<file path="src/rtl/tone_arbiter.sv">
// -----------------------------------------------------------------------------
// tone_arbiter
//   Shares one square-wave tone generator between three sound sources (game
//   tones, level-up melody, game-over alert). Each source posts a note
//   {freq, duration}. The arbiter grants the highest-index requester, drives its
//   frequency for exactly duration milliseconds, reports completion (or
//   pre-emption) with a one-cycle pulse and then holds a silent gap.
//
// Parameters
//   GAP_MS   silence in ms after every completed / aborted note (0 = no gap)
//   PREEMPT  1 = a higher-index pending request aborts the active note
//
// Ports
//   clk              in   1   system clock
//   rst_n            in   1   asynchronous reset, active low
//   ticks_per_milli  in  16   clock cycles per millisecond (>=1), static
//   req              in   3   request level per source, index 2 = highest
//   freq_in          in  30   packed note frequencies, source i at [10*i+9:10*i]
//   dur_in           in  30   packed note durations (ms), same packing
//   freq             out 10   frequency to play, 0 = silence
//   grant            out  3   one-hot, high while that source's note sounds
//   done             out  3   1-cycle pulse, note ran its full duration
//   aborted          out  3   1-cycle pulse, note was pre-empted
//   busy             out  1   high while a note or the gap is in progress
// -----------------------------------------------------------------------------

// Invariants on the registered outputs of the arbiter.
module tone_arbiter_chk (
  input logic       clk,
  input logic       rst_n,
  input logic [9:0] freq,
  input logic [2:0] grant,
  input logic [2:0] done,
  input logic [2:0] aborted,
  input logic       busy
);

  a_grant_onehot: assert property (@(posedge clk) disable iff (!rst_n)
    $onehot0(grant));

  a_done_xor_abort: assert property (@(posedge clk) disable iff (!rst_n)
    ((done & aborted) == 3'b000));

  a_freq_needs_grant: assert property (@(posedge clk) disable iff (!rst_n)
    ((freq != 10'd0) |-> (grant != 3'b000)));

  a_grant_needs_busy: assert property (@(posedge clk) disable iff (!rst_n)
    ((grant != 3'b000) |-> busy));

endmodule

module tone_arbiter #(
  parameter int GAP_MS  = 20,
  parameter bit PREEMPT = 1'b1
) (
  input  logic        clk,
  input  logic        rst_n,
  input  logic [15:0] ticks_per_milli,
  input  logic [2:0]  req,
  input  logic [29:0] freq_in,
  input  logic [29:0] dur_in,
  output logic [9:0]  freq,
  output logic [2:0]  grant,
  output logic [2:0]  done,
  output logic [2:0]  aborted,
  output logic        busy
);

  typedef enum logic [1:0] {
    ST_IDLE = 2'd0,
    ST_TONE = 2'd1,
    ST_GAP  = 2'd2
  } state_t;

  // Where a note goes once it ends: straight back to IDLE when no gap is wanted.
  localparam state_t     AFTER_NOTE = (GAP_MS > 0) ? ST_GAP : ST_IDLE;
  localparam logic       AFTER_BUSY = (GAP_MS > 0) ? 1'b1 : 1'b0;
  localparam logic [9:0] GAP_LAST   = (GAP_MS > 0) ? 10'(GAP_MS - 1) : 10'd0;

  // Index of the highest set request bit (caller guarantees req != 0).
  function automatic logic [1:0] top_index(input logic [2:0] r);
    logic [1:0] k;
    if (r[2]) begin
      k = 2'd2;
    end else if (r[1]) begin
      k = 2'd1;
    end else begin
      k = 2'd0;
    end
    return k;
  endfunction

  // One-hot vector for a source index.
  function automatic logic [2:0] onehot(input logic [1:0] k);
    logic [2:0] v;
    case (k)
      2'd0:    v = 3'b001;
      2'd1:    v = 3'b010;
      2'd2:    v = 3'b100;
      default: v = 3'b000;
    endcase
    return v;
  endfunction

  // Sources that outrank source k.
  function automatic logic [2:0] above(input logic [1:0] k);
    logic [2:0] v;
    case (k)
      2'd0:    v = 3'b110;
      2'd1:    v = 3'b100;
      default: v = 3'b000;
    endcase
    return v;
  endfunction

  // 10-bit field of source k from a packed 3x10 bus.
  function automatic logic [9:0] field10(input logic [29:0] bus, input logic [1:0] k);
    logic [9:0] f;
    case (k)
      2'd0:    f = bus[9:0];
      2'd1:    f = bus[19:10];
      2'd2:    f = bus[29:20];
      default: f = 10'd0;
    endcase
    return f;
  endfunction

  state_t      state_r, state_s;
  logic [15:0] pre_r, pre_s, pre_adv_s, tpm_last_s;
  logic [9:0]  ms_r, ms_s, ms_adv_s;
  logic [9:0]  dur_r, dur_s;
  logic [1:0]  src_r, src_s;
  logic [9:0]  freq_r, freq_s;
  logic [2:0]  grant_r, grant_s;
  logic [2:0]  done_r, done_s;
  logic [2:0]  aborted_r, aborted_s;
  logic        busy_r, busy_s;
  logic        tick_s;
  logic        finish_s;
  logic [1:0]  pick_s;
  logic [9:0]  pick_freq_s;
  logic [9:0]  pick_dur_s;

  // Millisecond timebase: prescaler wraps at ticks_per_milli-1 and bumps ms.
  assign tpm_last_s = ticks_per_milli - 16'd1;
  assign tick_s     = (pre_r == tpm_last_s);
  assign pre_adv_s  = tick_s ? 16'd0 : (pre_r + 16'd1);
  assign ms_adv_s   = tick_s ? (ms_r + 10'd1) : ms_r;

  // Arbitration candidate; only consumed in IDLE.
  assign pick_s      = top_index(req);
  assign pick_freq_s = field10(freq_in, pick_s);
  assign pick_dur_s  = field10(dur_in, pick_s);

  // Next-state and next-output logic for the IDLE/TONE/GAP sequencer.
  always_comb begin
    state_s   = state_r;
    pre_s     = pre_adv_s;
    ms_s      = ms_adv_s;
    dur_s     = dur_r;
    src_s     = src_r;
    freq_s    = freq_r;
    grant_s   = grant_r;
    done_s    = 3'b000;
    aborted_s = 3'b000;
    busy_s    = busy_r;
    finish_s  = 1'b0;

    case (state_r)
      ST_IDLE: begin
        pre_s   = 16'd0;
        ms_s    = 10'd0;
        grant_s = 3'b000;
        freq_s  = 10'd0;
        busy_s  = 1'b0;
        if (req != 3'b000) begin
          src_s = pick_s;
          dur_s = pick_dur_s;
          if (pick_dur_s == 10'd0) begin
            // Zero-length note: report completion without ever sounding.
            done_s   = onehot(pick_s);
            finish_s = 1'b1;
          end else begin
            state_s = ST_TONE;
            grant_s = onehot(pick_s);
            freq_s  = pick_freq_s;
            busy_s  = 1'b1;
          end
        end else begin
          src_s = src_r;
          dur_s = dur_r;
        end
      end

      ST_TONE: begin
        // Completion is tested first so it wins over a same-cycle pre-emption.
        if (tick_s && (ms_r == (dur_r - 10'd1))) begin
          done_s   = onehot(src_r);
          finish_s = 1'b1;
        end else if ((req & onehot(src_r)) == 3'b000) begin
          // Requester withdrew: silent end, no pulse.
          finish_s = 1'b1;
        end else if (PREEMPT && ((req & above(src_r)) != 3'b000)) begin
          aborted_s = onehot(src_r);
          finish_s  = 1'b1;
        end else begin
          finish_s = 1'b0;
        end
      end

      ST_GAP: begin
        grant_s = 3'b000;
        freq_s  = 10'd0;
        busy_s  = 1'b1;
        if (tick_s && (ms_r == GAP_LAST)) begin
          state_s = ST_IDLE;
          busy_s  = 1'b0;
          pre_s   = 16'd0;
          ms_s    = 10'd0;
        end else begin
          state_s = ST_GAP;
        end
      end

      default: begin
        state_s = ST_IDLE;
        pre_s   = 16'd0;
        ms_s    = 10'd0;
        grant_s = 3'b000;
        freq_s  = 10'd0;
        busy_s  = 1'b0;
      end
    endcase

    // Common note-end handling: silence, restart the timebase, enter the gap.
    state_s = finish_s ? AFTER_NOTE : state_s;
    busy_s  = finish_s ? AFTER_BUSY : busy_s;
    grant_s = finish_s ? 3'b000 : grant_s;
    freq_s  = finish_s ? 10'd0 : freq_s;
    pre_s   = finish_s ? 16'd0 : pre_s;
    ms_s    = finish_s ? 10'd0 : ms_s;
  end

  // State, timebase, latched note and registered outputs.
  always_ff @(posedge clk or negedge rst_n) begin
    if (!rst_n) begin
      state_r   <= ST_IDLE;
      pre_r     <= 16'd0;
      ms_r      <= 10'd0;
      dur_r     <= 10'd0;
      src_r     <= 2'd0;
      freq_r    <= 10'd0;
      grant_r   <= 3'b000;
      done_r    <= 3'b000;
      aborted_r <= 3'b000;
      busy_r    <= 1'b0;
    end else begin
      state_r   <= state_s;
      pre_r     <= pre_s;
      ms_r      <= ms_s;
      dur_r     <= dur_s;
      src_r     <= src_s;
      freq_r    <= freq_s;
      grant_r   <= grant_s;
      done_r    <= done_s;
      aborted_r <= aborted_s;
      busy_r    <= busy_s;
    end
  end

  assign freq    = freq_r;
  assign grant   = grant_r;
  assign done    = done_r;
  assign aborted = aborted_r;
  assign busy    = busy_r;

  tone_arbiter_chk u_chk (
    .clk     (clk),
    .rst_n   (rst_n),
    .freq    (freq_r),
    .grant   (grant_r),
    .done    (done_r),
    .aborted (aborted_r),
    .busy    (busy_r)
  );

endmodule

</file>
<file path="config.mk">
export PLATFORM = sky130hd
export DESIGN_NAME = tone_arbiter
export DESIGN_NICKNAME = d
export VERILOG_FILES = /design/src/rtl/tone_arbiter.sv
export SDC_FILE = /design/constraint.sdc
export NUM_CORES = 1
export LEC_CHECK = 0
export BUFFER_PORTS_ARGS = -buffer_cell sky130_fd_sc_hd__buf_2
export CAP_MARGIN = 10
export CORE_UTILIZATION = 30
export CTS_CLUSTER_DIAMETER = 80
export DETAILED_ROUTE_END_ITERATION = 8
export HOLD_SLACK_MARGIN = 0.05
export PLACE_DENSITY_LB_ADDON = 0.2
export SKIP_LAST_GASP = 1
export SYNTH_ARGS = -nofsm -noshare
export SYNTH_HDL_FRONTEND = slang
export SYNTH_HIERARCHICAL = 1
export SYNTH_SLANG_ARGS = --single-unit
</file>
<file path="constraint.sdc">
create_clock -name clk -period 4.4 [get_ports clk]
set_input_delay 0.44 -clock clk [delete_from_list [all_inputs] [get_ports clk]]
set_output_delay 0.44 -clock clk [all_outputs]
set_load 0.05 [all_outputs]
</file>
### Word level (Yosys, flattened, before mapping)

Index checks and enable logic that the tools add are counted.

| operators by class | value |
|---|---|
| add/sub/neg operators | 4 |
| eq/ne operators | 12 |
| mux-type cells | 52 |
| bitwise logic cells | 2 |
| reduce and logical (&&, ||, !) cells | 11 |

Operators by type and width:

| cell | number |
|---|---|
| $mux W10 | 6 |
| $pmux W10 S3 | 2 |
| $mux W16 | 3 |
| $mux W3 | 15 |
| $pmux W10 S2 | 2 |
| $pmux W16 S2 | 1 |
| $pmux W3 S2 | 3 |
| $pmux W3 S3 | 2 |
| $add A16 B1 Y16 const B | 1 |
| $eq A16 B16 Y1 | 1 |
| $sub A16 B1 Y16 const B | 1 |
| $add A10 B1 Y10 const B | 1 |
| $eq A10 B10 Y1 | 1 |
| $eq A10 B5 Y1 const B | 1 |
| $logic_not A10 Y1 | 1 |
| $mux W1 | 10 |
| $mux W2 | 5 |
| $sub A10 B1 Y10 const B | 1 |
| $and A3 B3 Y3 | 2 |
| $eq A2 B1 Y1 const B | 3 |
| $eq A2 B2 Y1 const B | 3 |
| $logic_not A2 Y1 | 3 |
| $ne A3 B3 Y1 const B | 2 |
| $pmux W2 S3 | 1 |
| other kinds (8) | 10 |

| storage, ports and cells | value |
|---|---|
| flip-flop bits (word level) | 60 |
| output and inout bits | 20 |
| logic and storage cells | 91 |

### Depth between registers and ports, before layout

| depth | value |
|---|---|
| depth in word-level cells | 18 |
| gate-level depth with buffers | 11 |
| depth with buffers taken out | 10 |

### Worst setup path before layout

No wires, ideal clock.

| timing | value |
|---|---|
| path type | in2reg |
| start point | input req[1] |
| end point | register grant_r[0] (netlist: grant[0]) |
| setup slack | 1.601 ns |
| library setup time | 0.121 ns |
| stages | 9 |
| arrival time | 2.678 ns |
| cells stage by stage | clkbuf_1 buf_1 mux2_2 mux2i_1 nand4_1 or3_1 and3_1 clkbuf_1 a22o_1 |

| on the way | value |
|---|---|
| cells in the longest elaborated chain, start to end | 9 |
| elaborated cells between the ends (all ways) | 24 |
| those cells by class | eq/ne (3); mux (14); bitwise (2); reduce/logical (5) |

RTL lines:

| what | RTL line | RTL |
|---|---|---|
| from (decl) | 59 | `input logic [2:0] req,` |
| $mux W1 | 85 | `end else if (r[1]) begin` |
| $mux W2 | 83 | `if (r[2]) begin` |
| $eq A2 B2 Y1, or another cell as far along | 96, 119 |  |
| $pmux W10 S3 | 119 | `case (k)` |
| $logic_not A10 Y1 | 179 | `if (pick_dur_s == 10'd0) begin` |
| $mux W1 or $mux W3 (tied branches) | 179 |  |
| $mux W1 or $mux W3 (tied branches) | 176 | `if (req != 3'b000) begin` |
| $pmux W1 S2 or $pmux W3 S2 (tied branches) | 169 | `case (state_r)` |
| $ne A2 B2 Y1 (no source line) or $mux W3 (tied branches) | -- |  |
| to (signal assigned) | 264 | `grant_r <= grant_s;` |
| to (decl) | 134 | `logic [2:0] grant_r, grant_s;` |

Parallel ways exist; a longest one is shown, timed or not.
A chain may end at the register's enable or synchronous reset.

### Worst setup path in the final report

| timing | value |
|---|---|
| start point | register dur_r[0] |
| end point | register state_r[1] |

| on the way | value |
|---|---|
| cells in the longest elaborated chain, start to end | 7 |
| elaborated cells between the ends (all ways) | 10 |
| those cells by class | add/sub (1); eq/ne (4); mux (3); reduce/logical (2) |

RTL lines:

| what | RTL line | RTL |
|---|---|---|
| from (decl) | 131 | `logic [9:0] dur_r, dur_s;` |
| from (signal assigned) | 261 | `dur_r <= dur_s;` |
| $sub A10 B1 Y10 (*) | 197 | `if (tick_s && (ms_r == (dur_r - 10'd1))) begin` |
| $eq A10 B10 Y1 (*) | 197 |  |
| $logic_and A1 B1 Y1 (*) | 197 |  |
| $mux W1 (*) | 197 |  |
| $pmux W1 S2 (*) | 169 |  |
| $ne A3 B3 Y1 (no source line) or $ne A2 B2 Y1 (tied branches) | -- |  |
| $reduce_and A3 Y1 (no source line) | -- |  |
| to (signal assigned) | 258 | `state_r <= state_s;` |
| to (decl) | 128 | `state_t state_r, state_s;` |

Mark *: on every way between the ends. The rest lies on a longest branch, timed or not.

==> out/results.ini <==
[outcome]
status = complete, no violations

[synth]
ys_top_cells_by_count = dfrtp_1, nand2_1, nor2_1, o21ai_0, xor2_1
synth_edf_count = 0
ys_async_sr_fraction_pct = 100
synthCells = 476
synth.avg_cell_area_um2 = 8.78
synth-seq-cells = 60
synth_top_area_share_pct = 35.9
syn_area_mm2 = 0.00418
synthMostInstantiatedCell = dfrtp_1
synth.distinct_cells = 54
ys_top_cells_by_area = dfrtp_1, xor2_1, mux2i_1
syn_nets = 565
yosysWarnings = 6
synth-main-ff-cell = dfrtp_1
ys_seq_area_share_pct = 35.9
yosys.area.top_type = dfrtp_1

[worst_hold_path]
hp-class = primary input to asynchronous set/reset pin

[pwr]
p_leak_nw = 2.36
cellPowerDensity_mw_per_mm2 = 501
p_seq_share_pct = 30.9
power_frac_comb_pct = 37.6
sw_frac_of_total_pct = 38.5
p_int_w = 0.00159
vdd_drop_max_mv = 0.236
switchingPower_w = 0.000995
p_clk_share_pct = 31.5

[cells_and_area]
areaGrowthSynthToFinish_pct = 23.6
nets = 653
n_antenna_cell = 0
drive_above_1_share_pct = 23.9

[clocking]
ctsHtreeMaxLevel = 3
cts_buffers = 9
hold_buffers = 0
clk_pin_slew_worst_paths_ns = 0.05
root_buffer = clkbuf_16
insertion_delay_ns = 0.32
cts_resized = 0
cts.sinks = 60
post-cts-setup-buffers = 0
cts_tree = built
cts_buffer_depth = 2

[floorplanning]
chipHeight_um = 120
dieWidth_um = 120
core_area_mm2 = 0.0134
initial_core_util_pct = 31.2
dieArea_mm2 = 0.0144
rows = 42
ios = 101

[timing]
grt_setup_unrepaired = false
finalClockSkew_ns = 0.00872
layout_min_cycle_time_ns = 3.05
period_share_pct = 69.3
tightest_slew_ns = 0.931
tns_ns = 0
maxSlewViolCount = 0
finalSetupViolCount = 0
max_freq_ghz = 0.328
relSlewSlack_pct = 37.5
fin_hold_ws_ns = 0.168
hold_viol = 0

[placed_design]
dp_hpwl_um = 7510
gp_congestion = 0.855
port_buffers = 100

[drt]
vias = 3701
via_per_inst = 4.97
drc = 0
ant_nets = 0
drt-total-wl_um = 10000
drtPass1Iterations = 4
wl_per_cell_um = 13.5
drtIter0Drc = 189

[setup_path]
cp-start-kind = flip-flop
worstSetupPathType = flip-flop to flip-flop
r2r_end = state_r[1]
crit_arrival_ns = 3.20
reg2regPathDepth = 8
end_kind = flip-flop
worstPathMaxFanout = 13
r2r-start = dur_r[0]
reg2reg_slack_ns = 1.35
required_ns = 4.55
crit_start = dur_r[0]
crit_path_end = state_r[1]

[global_route]
grt_pass1_vias = 3633
grt_pass1_wl_um = 17200
grtUsageTotal_pct = 14.7
gr-total-overflow = 0
grt_max_degree = 41
antenna_found_initial = 0

[run]
drv_cap = 0

-- stage by stage --
| stage | total power (W) | cell area [um^2] | cells | utilization (%) | setup slack (ns) |
|---|---|---|---|---|---|
| 2_1_floorplan | 0.00151 | 4180 | 476 | - | 1.60 |
| 3_3_place_gp | 0.00177 | 4810 | 729 | 35.9 | 1.19 |
| 3_5_place_dp | 0.00178 | 4810 | 729 | 35.9 | 1.15 |
| 4_1_cts | 0.00262 | 5160 | 745 | 38.5 | 1.41 |
| 5_1_grt | 0.00276 | 5160 | 745 | 38.5 | 1.09 |
| 6_report | 0.00259 | 5160 | 745 | 38.5 | 1.35 |
-- cell families after synthesis --
logic type,after synthesis,synth area share (%)
mux,32,7.96
fa+ha+maj,8,2.40
other cells,1,0.0897
xor+xnor,51,10.7
buf+inv,40,3.80
compound gates,89,14.0
flops,60,35.9
simple gates,195,25.2
-- critical path, stage by stage (launching register included) --
cell and delay [ns]:
dfrtp_1 0.44, nor3_1 0.78, o21ai_0 0.17, a31oi_1 0.20
a32oi_1 0.13, nand4_1 0.17, o21ai_1 0.08, a21oi_1 0.74
o211ai_1 0.18
-- power by group through the flow --
stage	sequential [W]	clock, W	combinational (W)
2_1_floorplan	0.000943	0	0.000571
3_3_place_gp	0.000805	0	0.000963
3_5_place_dp	0.000805	0	0.000979
4_1_cts	0.000800	0.000836	0.000983
5_1_grt	0.000816	0.000861	0.00108
6_report	0.000799	0.000815	0.000974
-- sequential cells by signal, summed over array words and instances (netlist names) --
| name | flops |
|---|---|
| src_r | 2 |
| aborted | 3 |
| freq | 10 |
| pre_r | 16 |
| busy | 1 |
| done | 3 |
| grant | 3 |
| ms_r | 10 |
| dur_r | 10 |
| state_r | 2 |
-- how the worst min path moves through the flow --
stage / startpoint / end / slack [ns] / depth (start not counted)
after floorplan: rst_n / aborted[0] / 0.14 / 0
after global placement: dur_r[9] / dur_r[9] / 0.49 / 2
after detailed placement: dur_r[9] / dur_r[9] / 0.50 / 2
after CTS: rst_n / ms_r[7] / 0.19 / 1
after global routing: rst_n / ms_r[7] / 0.23 / 1
final: rst_n / ms_r[7] / 0.17 / 1
-- cells in the final DEF, fill, tap and decap left out, drive strengths merged, types with 4 or more instances in the layout --
cell type  instances
a21oi             12
o211ai             6
a22oi             11
o31ai              4
ha                 8
nor3              12
nand2b             7
o21ai             37
and3               7
inv               15
nor2              36
clkbuf            12
nand3             14
buf              102
or3                5
nand4             10
nand2             43
mux2i             22
nor2b             15
nor3b              5
dfrtp             60
or4                5
and2              11
xnor2             24
xor2              27
nor4              10
mux2              10
nand3b             8
o2111ai            4
-- layout make-up --
type	count	area, um^2
well taps	176	220
clock buffers	12	256
clock inverters	4	95.1
repair buffers	102	515
inverters	15	56.3
multi-input cells	376	2520
flip-flops and latches	60	1500
fillers	1380	8240
-- routing by layer --
| metal | vias up | wire length (um) | global-route usage (%) |
|---|---|---|---|
| met5 | - | 0 | 0 |
| met4 | 0 | 106 | 4.30 |
| met3 | 10 | 498 | 3.37 |
| met2 | 101 | 4620 | 23.6 |
| met1 | 1721 | 4800 | 19.6 |
| li1 | 1869 | - | - |
Note: power is estimated with default switching activity, not from simulation.
